[config.mk]
export PLATFORM = sky130hd
export DESIGN_NAME = rps_input_ctrl_flat
export DESIGN_NICKNAME = d
export VERILOG_FILES = /design/src/rtl/rps_input_ctrl_if.sv /design/src/rtl/rps_input_ctrl.sv /design/src/flat_wrapper.sv
export SDC_FILE = /design/constraint.sdc
export NUM_CORES = 1
export LEC_CHECK = 0
export ABC_CLOCK_PERIOD_IN_PS = 4300
export CAP_MARGIN = 40
export CELL_PAD_IN_SITES_DETAIL_PLACEMENT = 0
export CELL_PAD_IN_SITES_GLOBAL_PLACEMENT = 1
export CORE_ASPECT_RATIO = 0.5
export CORE_UTILIZATION = 45
export CTS_BUF_LIST = sky130_fd_sc_hd__clkbuf_16
export DETAILED_ROUTE_END_ITERATION = 10
export PLACE_DENSITY_LB_ADDON = 0.15
export SLEW_MARGIN = 30
export SYNTH_ARGS = -nofsm -noshare
export SYNTH_HDL_FRONTEND = slang
export SYNTH_SLANG_ARGS = --single-unit
[constraint.sdc]
create_clock -name clk -period 4.3 [get_ports clk]
set_clock_uncertainty 0.2 [all_clocks]
set_input_delay 0.645 -clock clk [delete_from_list [all_inputs] [get_ports clk]]
set_output_delay 0.645 -clock clk [all_outputs]
set_load 0.005 [all_outputs]
[src/rtl/rps_input_ctrl_if.sv]
// rps_input_ctrl_if: button inputs and round results of the rock/paper/scissors input controller
//   start, p1_btn, p2_btn            : driven by master, sampled by slave
//   p1/p2_choice, p1/p2_locked, busy,
//   result_valid, timeout            : driven by slave
interface rps_input_ctrl_if;
  logic       start;
  logic [2:0] p1_btn;
  logic [2:0] p2_btn;
  logic [1:0] p1_choice;
  logic [1:0] p2_choice;
  logic       p1_locked;
  logic       p2_locked;
  logic       busy;
  logic       result_valid;
  logic       timeout;
  modport master (
    output start, p1_btn, p2_btn,
    input  p1_choice, p2_choice, p1_locked, p2_locked, busy, result_valid, timeout
  );
  modport slave (
    input  start, p1_btn, p2_btn,
    output p1_choice, p2_choice, p1_locked, p2_locked, busy, result_valid, timeout
  );
endinterface

[src/rtl/rps_input_ctrl.sv]
// rps_input_ctrl: debounces two players' buttons and locks one choice per player per round
//   clk   : system clock
//   reset : asynchronous active-low reset
//   bus   : slave side of rps_input_ctrl_if (start/buttons in, choices/locks/status out)
module rps_input_ctrl #(
  parameter int DEBOUNCE = 16,
  parameter int TIMEOUT  = 4096
) (
  input logic            clk,
  input logic            reset,
  rps_input_ctrl_if.slave bus
);
  localparam int DW = $clog2(DEBOUNCE);
  localparam int TW = $clog2(TIMEOUT);
  localparam logic [DW-1:0] DMAX = DW'(DEBOUNCE - 1);
  localparam logic [TW-1:0] TMAX = TW'(TIMEOUT - 1);
  typedef enum logic [1:0] {IDLE, COLLECT, REPORT} state_t;
  state_t r_state, w_next;
  logic [1:0][2:0]    w_raw, r_prev, r_deb, r_deb_d;
  logic [1:0][DW-1:0] r_cnt;
  logic [1:0][1:0]    r_choice;
  logic [1:0]         r_locked, w_ev, w_lock;
  logic [TW-1:0]      r_tcnt;
  logic               r_timeout, w_to;
  assign w_raw = {bus.p2_btn, bus.p1_btn};
  // an event is an edge of the debounced vector out of 000 into a single button
  always_comb begin
    w_ev = '0;
    for (int i = 0; i < 2; i++) w_ev[i] = (r_deb_d[i] == 3'b000) && $onehot(r_deb[i]);
  end
  assign w_lock = w_ev & ~r_locked & {2{r_state == COLLECT}};
  // a lock completing on the terminal timeout cycle takes priority over the abort
  always_comb begin
    w_next = r_state;
    w_to   = 1'b0;
    if (r_state == IDLE && bus.start) w_next = COLLECT;
    else if (r_state == REPORT) w_next = IDLE;
    else if (r_state == COLLECT && &(r_locked | w_lock)) w_next = REPORT;
    else if (r_state == COLLECT && r_tcnt == TMAX) begin
      w_next = IDLE;
      w_to   = 1'b1;
    end
  end
  always_ff @(posedge clk or negedge reset) begin
    if (!reset) begin
      r_prev  <= '0;
      r_cnt   <= '0;
      r_deb   <= '0;
      r_deb_d <= '0;
    end else begin
      for (int i = 0; i < 2; i++) begin
        r_prev[i]  <= w_raw[i];
        r_cnt[i]   <= (w_raw[i] != r_prev[i]) ? '0 : (r_cnt[i] == DMAX ? r_cnt[i] : r_cnt[i] + 1'b1);
        r_deb[i]   <= (w_raw[i] == r_prev[i] && r_cnt[i] == DMAX) ? w_raw[i] : r_deb[i];
        r_deb_d[i] <= r_deb[i];
      end
    end
  end
  always_ff @(posedge clk or negedge reset) begin
    if (!reset) begin
      r_state   <= IDLE;
      r_timeout <= 1'b0;
      r_tcnt    <= '0;
      r_locked  <= '0;
      r_choice  <= '0;
    end else begin
      r_state   <= w_next;
      r_timeout <= w_to;
      r_tcnt    <= (r_state == COLLECT) ? r_tcnt + 1'b1 : '0;
      if (r_state == IDLE && bus.start) begin
        r_locked <= '0;
        r_choice <= '0;
      end else begin
        for (int i = 0; i < 2; i++) begin
          if (w_lock[i]) begin
            r_locked[i] <= 1'b1;
            r_choice[i] <= {r_deb[i][2] | r_deb[i][1], r_deb[i][2] | r_deb[i][0]};
          end
        end
      end
    end
  end
  assign bus.p1_choice    = r_choice[0];
  assign bus.p2_choice    = r_choice[1];
  assign bus.p1_locked    = r_locked[0];
  assign bus.p2_locked    = r_locked[1];
  assign bus.busy         = r_state != IDLE;
  assign bus.result_valid = r_state == REPORT;
  assign bus.timeout      = r_timeout;
endmodule
[src/flat_wrapper.sv]
// flat-port wrapper written by rule: the top's interface ports become plain ports
module rps_input_ctrl_flat 
#(
  parameter int DEBOUNCE = 16,
  parameter int TIMEOUT  = 4096
)
  (clk, reset, bus_start, bus_p1_btn, bus_p2_btn, bus_p1_choice, bus_p2_choice, bus_p1_locked, bus_p2_locked, bus_busy, bus_result_valid, bus_timeout);
  rps_input_ctrl_if bus_i ();
  input logic clk;
  input logic reset;
  input wire logic [$bits(bus_i.start)-1:0] bus_start;
  input wire logic [$bits(bus_i.p1_btn)-1:0] bus_p1_btn;
  input wire logic [$bits(bus_i.p2_btn)-1:0] bus_p2_btn;
  output wire logic [$bits(bus_i.p1_choice)-1:0] bus_p1_choice;
  output wire logic [$bits(bus_i.p2_choice)-1:0] bus_p2_choice;
  output wire logic [$bits(bus_i.p1_locked)-1:0] bus_p1_locked;
  output wire logic [$bits(bus_i.p2_locked)-1:0] bus_p2_locked;
  output wire logic [$bits(bus_i.busy)-1:0] bus_busy;
  output wire logic [$bits(bus_i.result_valid)-1:0] bus_result_valid;
  output wire logic [$bits(bus_i.timeout)-1:0] bus_timeout;
  assign bus_i.start = bus_start;
  assign bus_i.p1_btn = bus_p1_btn;
  assign bus_i.p2_btn = bus_p2_btn;
  assign bus_p1_choice = bus_i.p1_choice;
  assign bus_p2_choice = bus_i.p2_choice;
  assign bus_p1_locked = bus_i.p1_locked;
  assign bus_p2_locked = bus_i.p2_locked;
  assign bus_busy = bus_i.busy;
  assign bus_result_valid = bus_i.result_valid;
  assign bus_timeout = bus_i.timeout;
  rps_input_ctrl #(.DEBOUNCE(DEBOUNCE), .TIMEOUT(TIMEOUT)) u_core (.clk(clk), .reset(reset), .bus(bus_i));
endmodule
# == After elaboration in Yosys (flattened, before gate mapping) ==
# Index checks and enable logic that the tools add are counted.
# classes
reduce_logical,15
n_addsub,7
n_bitwise,8
eq_ne,13
n_mux,19
# op_table
cell,count
$mux W4,5
$mux W2,7
$add A12 B1 Y12 const B,1
$eq A12 B12 Y1 const B,1
$mux W12,1
$add A4 B1 Y4 const B,2
$eq A4 B4 Y1 const B,2
$logic_and A1 B1 Y1,7
$eq A2 B1 Y1 const B,3
$eq A3 B3 Y1,2
$logic_not A3 Y1,2
$mux W1,6
$ne A3 B3 Y1,2
$reduce_bool A2 Y1,3
$add A1 B1 Y2,2
$add A2 B1 Y2,2
$and A2 B2 Y2,2
$ne A2 B1 Y1 const B,2
$or A1 B1 Y1,4
$reduce_bool A4 Y1,1
$eq A2 B2 Y1 const B,1
$logic_not A2 Y1,1
$not A2 Y2,1
$or A2 B2 Y2,1
$reduce_and A2 Y1,1
# totals
regBits,47
inputBits,9
output_inout_bits,9
elab_cells,77

# == Logic depth before layout (Yosys ltp) ==
# Gate-level depths: netlist of run 1.
# logic_depth
word_depth,12
mapped_depth,7
depth_no_buf,6

# == Worst setup path after synthesis of run 1 ==
# No wires, ideal clock.
# synth_timing
kind,flip-flop to flip-flop
startpoint,reg u_core.r_deb[5] (netlist bit)
endpoint,reg u_core.r_state[0]
slack_ns,2.313
arrival_time_ns,1.667
path_stages_with_launch,8
required_time_ns,3.980
synth_period_minus_slack_ns,1.987
setup_ns,0.120
path_buffers,1
path_cell_list,dfrtp_1 inv_1 fa_1 nor4_1 and4b_1 buf_6 o22ai_2 a31o_1
# synth_via
elab_chain_len,11
word_cells_on_any_way,12
classes_between,add/sub (1); eq/ne (1); mux (3); bitwise (3); reduce/logical (4)
# synth_lines
element,line_no,rtl
"start, declared",rps_input_ctrl.sv:19,"logic [1:0][2:0] w_raw, r_prev, r_deb, r_deb_d;"
"start signal, assigned by index",rps_input_ctrl.sv:54,r_deb[i] <= (w_raw[i] == r_prev[i] && r_cnt[i] == DMAX) ? w_raw[i] : r_deb[i];
$add A2 B1 Y2 (not written as such) *,rps_input_ctrl.sv:29,for (int i = 0; i < 2; i++) w_ev[i] = (r_deb_d[i] == 3'b000) && $onehot(r_deb[i]);
$eq A2 B1 Y1 *,rps_input_ctrl.sv:29,
$logic_and A1 B1 Y1 *,rps_input_ctrl.sv:29,
$and A2 B2 Y2 * (2 in a row),rps_input_ctrl.sv:31,assign w_lock = w_ev & ~r_locked & {2{r_state == COLLECT}};
$or A2 B2 Y2 *,rps_input_ctrl.sv:38,else if (r_state == COLLECT && &(r_locked | w_lock)) w_next = REPORT;
$reduce_and A2 Y1 *,rps_input_ctrl.sv:38,
$logic_and A1 B1 Y1 *,rps_input_ctrl.sv:38,
$mux W2,rps_input_ctrl.sv:38,
$mux W2,rps_input_ctrl.sv:37,else if (r_state == REPORT) w_next = IDLE;
$mux W2,rps_input_ctrl.sv:36,if (r_state == IDLE && bus.start) w_next = COLLECT;
"end signal, assigned",rps_input_ctrl.sv:67,r_state <= w_next;
"end, declared",rps_input_ctrl.sv:18,"state_t r_state, w_next;"
# Every way passes the cells marked *; elsewhere a longest branch is shown, timed or not.
# A chain may end at the register's enable or synchronous reset.

# == Worst setup path in the final report of run 1 ==
# layout_timing
startpoint,reg u_core.r_state[1]
endpoint,out bus_busy
# layout_via
elab_chain_len,1
# layout_lines
element,line_no,rtl
$reduce_bool A2 Y1,rps_input_ctrl.sv:87,assign bus.busy = r_state != IDLE;
"end, declared",flat_wrapper.sv:18,output wire logic [$bits(bus_i.busy)-1:0] bus_busy;
# No other way between the ends.

==> results of run 1 <==
## registers in the layout, summed over array words and instances (netlist names)
register              cells
u_core.r_cnt              8
u_core.r_deb_d            6
u_core.r_tcnt            12
u_core.r_locked           2
u_core.r_state            2
u_core.bus.p2_choice      2
u_core.r_deb              6
u_core.bus.p1_choice      2
u_core.bus.timeout        1
u_core.r_prev             6
## placed cells by master (no fill, tap or decap), types with 4 or more instances in the layout
cell,Yosys,routed
dfrtp_1,47,47
nor2_1,22,22
inv_1,6,8
nand2_1,9,9
ha_1,5,5
mux2i_1,5,5
xor2_1,9,9
mux2_2,6,6
nor3_1,4,4
nand3_1,9,9
clkbuf_16,0,5
clkdlybuf4s50_1,0,16
xnor2_1,9,9
nand4_1,5,5
## layer usage
metal	vias to the layer above	share of wire, %	track usage, %
met2	17	44	24.9
met4	0	0.88	4.41
met5	-	0	0
li1	627	-	-
met1	616	51	20.7
met3	5	3.5	5.53
## through the flow
| stage | instances | power, mW | hold WS, ns | util (%) |
|---|---|---|---|---|
| floorplan | 171 | 0.664 | 0.149 | - |
| global placement | 238 | 0.754 | 0.189 | 54.8 |
| detailed placement | 238 | 0.758 | 0.193 | 54.9 |
| CTS | 246 | 1.12 | 0.191 | 58.2 |
| global route | 246 | 1.17 | 0.214 | 58.2 |
| finish | 246 | 1.10 | 0.150 | 58.2 |
## power breakdown
group	internal [mW]	total, mW	switching, mW
clock	0.210	0.358	0.148
combinational	0.113	0.205	0.0920
sequential	0.488	0.541	0.0528
total	0.811	1.10	0.293
## area by class of cell
class                           count  area share, %
Clock inverter                      3          0.521
Inverter                            6          0.938
Tap cell                           54           2.81
Multi-Input combinational cell    114           34.5
Timing Repair Buffer               17           6.98
Clock buffer                        5           5.21
Sequential cell                    47           49.0
## cells in the mapped netlist (2+ instances only)
master    number
dfrtp_1       47
nor2_1        22
nand2_1        9
nand3_1        9
xnor2_1        9
xor2_1         9
inv_1          6
mux2_2         6
ha_1           5
mux2i_1        5
nand4_1        5
nor3_1         4
a31oi_1        3
and3_1         3
a21oi_1        2
and4_1         2
clkbuf_1       2
fa_1           2
nor3b_1        2
o21a_1         2
## worst max path at each step
stage                                             start                       endpoint  slack, ns  depth (start not counted)
after floorplan             u_core.r_deb[5]$_DFFE_PN0P_  u_core.r_state[0]$_DFFE_PN0P_       2.31                          7
after global placement                    bus_p1_btn[1]    u_core.r_deb[1]$_DFFE_PN0P_       1.86                          5
after detailed placement                  bus_p2_btn[0]    u_core.r_deb[3]$_DFFE_PN0P_       1.81                          5
after CTS                 u_core.r_state[1]$_DFFE_PN0P_                       bus_busy       1.97                          2
after global routing      u_core.r_state[1]$_DFFE_PN0P_                       bus_busy       1.93                          2
final                     u_core.r_state[1]$_DFFE_PN0P_                       bus_busy       1.98                          2
## cells by family after synthesis
kind of cell             share of synthesized area, %
XOR/XNOR                                         7.68
multiplexers                                     5.73
AO/OA/AOI/OAI                                    3.96
flip-flops                                       57.3
buffers and inverters                            2.26
AND/OR/NAND/NOR                                  18.0
adder cells (fa/ha/maj)                          5.00
==> out/metrics.cfg, run 1 <==
[outcome]
status = completed

[setup_path]
critPathLaunchType = flip-flop
required_ns = 3.45
worst-path-buf-inv = 1
worstSetupPathType = flip-flop to output port
r2r_slack_ns = 2.10
r2r_cells = 6
crit_arrival_ns = 1.48
max_stage_delay_ns = 0.46
path_max_fanout = 7
cp-end-kind = output port
reg2reg_to = u_core.r_state[0]$_DFFE_PN0P_
cp_slowest_cell = dfrtp_1
r2r_start = u_core.r_deb[4]$_DFFE_PN0P_
crit_chain = or2_2 > clkdlybuf4s50_1
cp_top_family = flip-flops

[routing]
totalWireLength_um = 3190
wl_per_cell_um = 13.0
ant_nets = 0
viasPerCell = 5.14
firstDrtPassIters = 4
vias = 1265
drcViolationCount = 0
drtIter0Drc = 23

[synthesis]
synth_top_area_share_pct = 57.3
yosysTopAreaCell = dfrtp_1
yosysWarnings = 0
synthFlopType = dfrtp_1
seq_area_frac_synth_pct = 57.3
postSynthCellCount = 171
synth_cell_types = 37
syn_avg_cell_area_um2 = 12.0
syn_nets = 187
async_flop_share_pct = 100
synth_area_um2 = 2050
yosys-top-cells-area = dfrtp_1, nor2_1, xnor2_1
synth_enable_flop_cells = 0
synth-seq-cells = 47

[power]
p_per_area_nw_per_um2 = 460
ir_drop_mv = 0.200
leakage_nw = 1.09

[place]
gp_congestion = 0.778
portBuffers = 17
dp_hpwl_um = 2270
dpl_cell_area_um2 = 2260
post-place-ws_ns = 1.81

[sta]
worstMarginPinSlew_ns = 0.580
period_share_pct = 54.0
worst_slack_ns = 1.98
fmax_mhz = 431
rsz0062_at_grt = no
setup_viol = 0
hold_viol_final = 0
fin_tns_setup_ns = 0
fin_crit_ns = 2.32
slew_violations = 0
slew_headroom_pct = 61.3

[clock_network]
cts_root_buffer = clkbuf_16
clk_pin_slew_ns = 0.06
ctsResizeCount = 0
postCtsSetupBuffers = 0
cts_made_buffers = 5
clock_path_buffers = 2
clk_latency_ns = 0.28
cts-htree-levels = 2
cts_tree = yes
clock-sinks = 47
cts_hold_repair.buffers = 0

[floorplanning]
die_area_um2 = 4850
die_h_um = 49.8
core-area_um2 = 4120
rows = 16
initial_utilization_pct = 49.8
die_x_um = 97.5
io_pins = 18

[global_routing]
antenna_found_initial = 0
grt_pass1_vias = 1262
grtUsageTotal_pct = 15.7
grt_overflow = 0
grt_max_degree = 48
grt_pass1_wl_um = 5900

[final_layout]
fin_area_um2 = 2400
multiInputGateArea_um2 = 830
antennaDiodeCount = 0
fin_nets = 207
fillers = 346
final_layout_size_suffix_gt1_share_pct = 9.90
area_growth_pct = 17.0
regArea_um2 = 1180

[run]
drv_cap = 0

[worst_hold_path]
hold_path_class = input pin to asynchronous set/reset pin

Note: power is estimated with default switching activity, not from simulation.
==> run 2: changes to the inputs <==
- ABC_CLOCK_PERIOD_IN_PS: 4300 -> 1900
- CORE_UTILIZATION: 45 -> 41
- clock period: 4.3 -> 1.9 ns (I/O delays scaled with it)
==> out/metrics.cfg, run 2 (synthesis gave the netlist of run 1 again) <==
[sta]
rsz0062_at_grt = yes
fmax_mhz = 506
slew_headroom_pct = 83.0
fin_crit_ns = 1.98
setup_viol = 7
worstMarginPinSlew_ns = 0.254
period_share_pct = 104
hold_viol_final = 0
worst_slack_ns = -0.0777
slew_violations = 0

[global_routing]
grt_max_degree = 48
grtUsageMet3_pct = 6.05
grt_overflow = 0
grt_pass1_wl_um = 6170
met1_usage_pct = 19.4
use_met2_pct = 26.4
grtUsageTotal_pct = 15.9
top_usage_layer = met2
grt_pass1_vias = 1348
antenna_found_initial = 0

[floorplanning]
die_x_um = 102
rows = 17
die_h_um = 52.0
initial_utilization_pct = 44.7
die_area_um2 = 5310
io_pins = 18
core-area_um2 = 4590

[routing]
drcViolationCount = 0
totalWireLength_um = 3510
drtIter0Drc = 34
firstDrtPassIters = 4
wl_per_cell_um = 12.3
vias = 1335
ant_nets = 0
viasPerCell = 4.68

[clock_network]
clk_pin_slew_ns = 0.07
clock_path_buffers = 2
cts_root_buffer = clkbuf_16
cts_tree = yes
clock-sinks = 47
clk_latency_ns = 0.29
cts-htree-levels = 2
cts_made_buffers = 5

[setup_path]
critPathLaunchType = flip-flop
crit_arrival_ns = 1.95
path_max_fanout = 3
required_ns = 1.87
cp-end-kind = flip-flop
worstSetupPathType = flip-flop to flip-flop

[final_layout]
fillers = 388
final_common_cell = dfrtp_1
largest_reg_flops = 12
regArea_um2 = 1180
fin_nets = 234
multiInputGateArea_um2 = 853
final_cells = 285
final_layout_size_suffix_gt1_share_pct = 26.0
area_growth_pct = 32.1
regMostFlops = u_core.r_tcnt
final_cell_mix = dfrtp_1, buf_4, nor2_1
fin_area_um2 = 2710
antennaDiodeCount = 0
largestRegisters = u_core.r_tcnt (12), u_core.r_cnt (8)
postLayoutCoreUtil_pct = 59.0

[place]
post-place-ws_ns = -0.129
gp_congestion = 0.672
dp.cells = 273
dpl_cell_area_um2 = 2460
portBuffers = 17
dp_hpwl_um = 2440

[power]
ir_drop_mv = 0.472
p_seq_share_pct = 43.0
finalPower_mw = 2.86
internal_power_mw = 2.16
p_sw_uw = 709
p_per_area_nw_per_um2 = 1060
power.share.clock_pct = 38.9
comb_power_share_pct = 18.1
p_sw_share_pct = 24.8
leakage_nw = 1.26

[worst_hold_path]
hold_path_class = flip-flop to flip-flop

[outcome]
violations = negative setup slack
status = complete, but fails checks

[run]
drv_cap = 0

[run 2: cell count changes in the layout (fill, tap and decap cells not counted), sizes merged]
cell and delta:
buf +26, clkdlybuf4s50 -2, bufinv +2, dlygate4sd3 +1, inv -1, clkinv -1, dlygate4sd2 +2
[run 2: timing repair]
action | in CTS | in global routing
gates cloned | 0 | 0
hold buffers | 1 | 0
resized for setup | 7 | 5
buffers inserted | 1 | 2
pin swaps | 0 | 3
endpoints found under the hold margin | 47 | 0
endpoints found under the setup margin | 10 | 11
[run 2: power groups by stage]
stage                     clock network [mW]  registers (mW)  logic, mW
after global placement                     0            1.24      0.521
after detailed placement                   0            1.24      0.526
after floorplan                            0            1.22      0.279
final                                   1.11            1.23      0.519
after CTS                               1.14            1.23      0.529
after global routing                    1.18            1.25      0.578
[run 2: per-layer routing]
metal | wire length (um) | share of wire, % | up-vias
met1 | 1730 | 49 | 640
met4 | 34 | 0.97 | 0
met2 | 1630 | 46 | 13
li1 | - | - | 678
met5 | 0 | 0 | -
met3 | 112 | 3.2 | 4
[run 2: path summary, 6_finish.rpt]
kind	depth (start not counted)	slack, ns	from	endpoint
setup reg to reg	6	-0.08	u_core.r_deb[3]$_DFFE_PN0P_	u_core.r_state[1]$_DFFE_PN0P_
max in group asynchronous	3	0.95	reset	u_core.r_state[0]$_DFFE_PN0P_
min in group asynchronous	3	0.32	reset	u_core.r_tcnt[4]$_DFF_PN0_
hold reg to reg	1	0.29	u_core.r_deb[2]$_DFFE_PN0P_	u_core.r_deb_d[2]$_DFF_PN0_
hold / removal	1	0.29	u_core.r_deb[2]$_DFFE_PN0P_	u_core.r_deb_d[2]$_DFF_PN0_
setup / recovery	6	-0.08	u_core.r_deb[3]$_DFFE_PN0P_	u_core.r_state[1]$_DFFE_PN0P_
[run 2: final cells by class]
cell class / count / share of cell area, %
clock buffers: 5 / 4.62
clock inverters: 3 / 2.35
multi-input cells: 114 / 31.5
flip-flops and latches: 47 / 43.5
repair buffers: 44 / 14.2
inverters: 6 / 0.831
well taps: 66 / 3.05
[run 2: worst max-delay path, cell delays in order, from the launching register on]
cell     delay, ns
dfrtp_1       0.36
inv_2         0.05
fa_1          0.54
nor4_2        0.05
and4b_2       0.26
o22a_1        0.23
o21a_1        0.17
[run 2: through the flow]
step / hold WS [ns] / setup TNS [ns]
6_report: 0.289 / -0.407
5_1_grt: 0.302 / -1.23
4_1_cts: 0.288 / -0.463
3_5_place_dp: 0.0889 / -0.913
3_3_place_gp: 0.0874 / -0.478
2_1_floorplan: -0.211 / -0.257
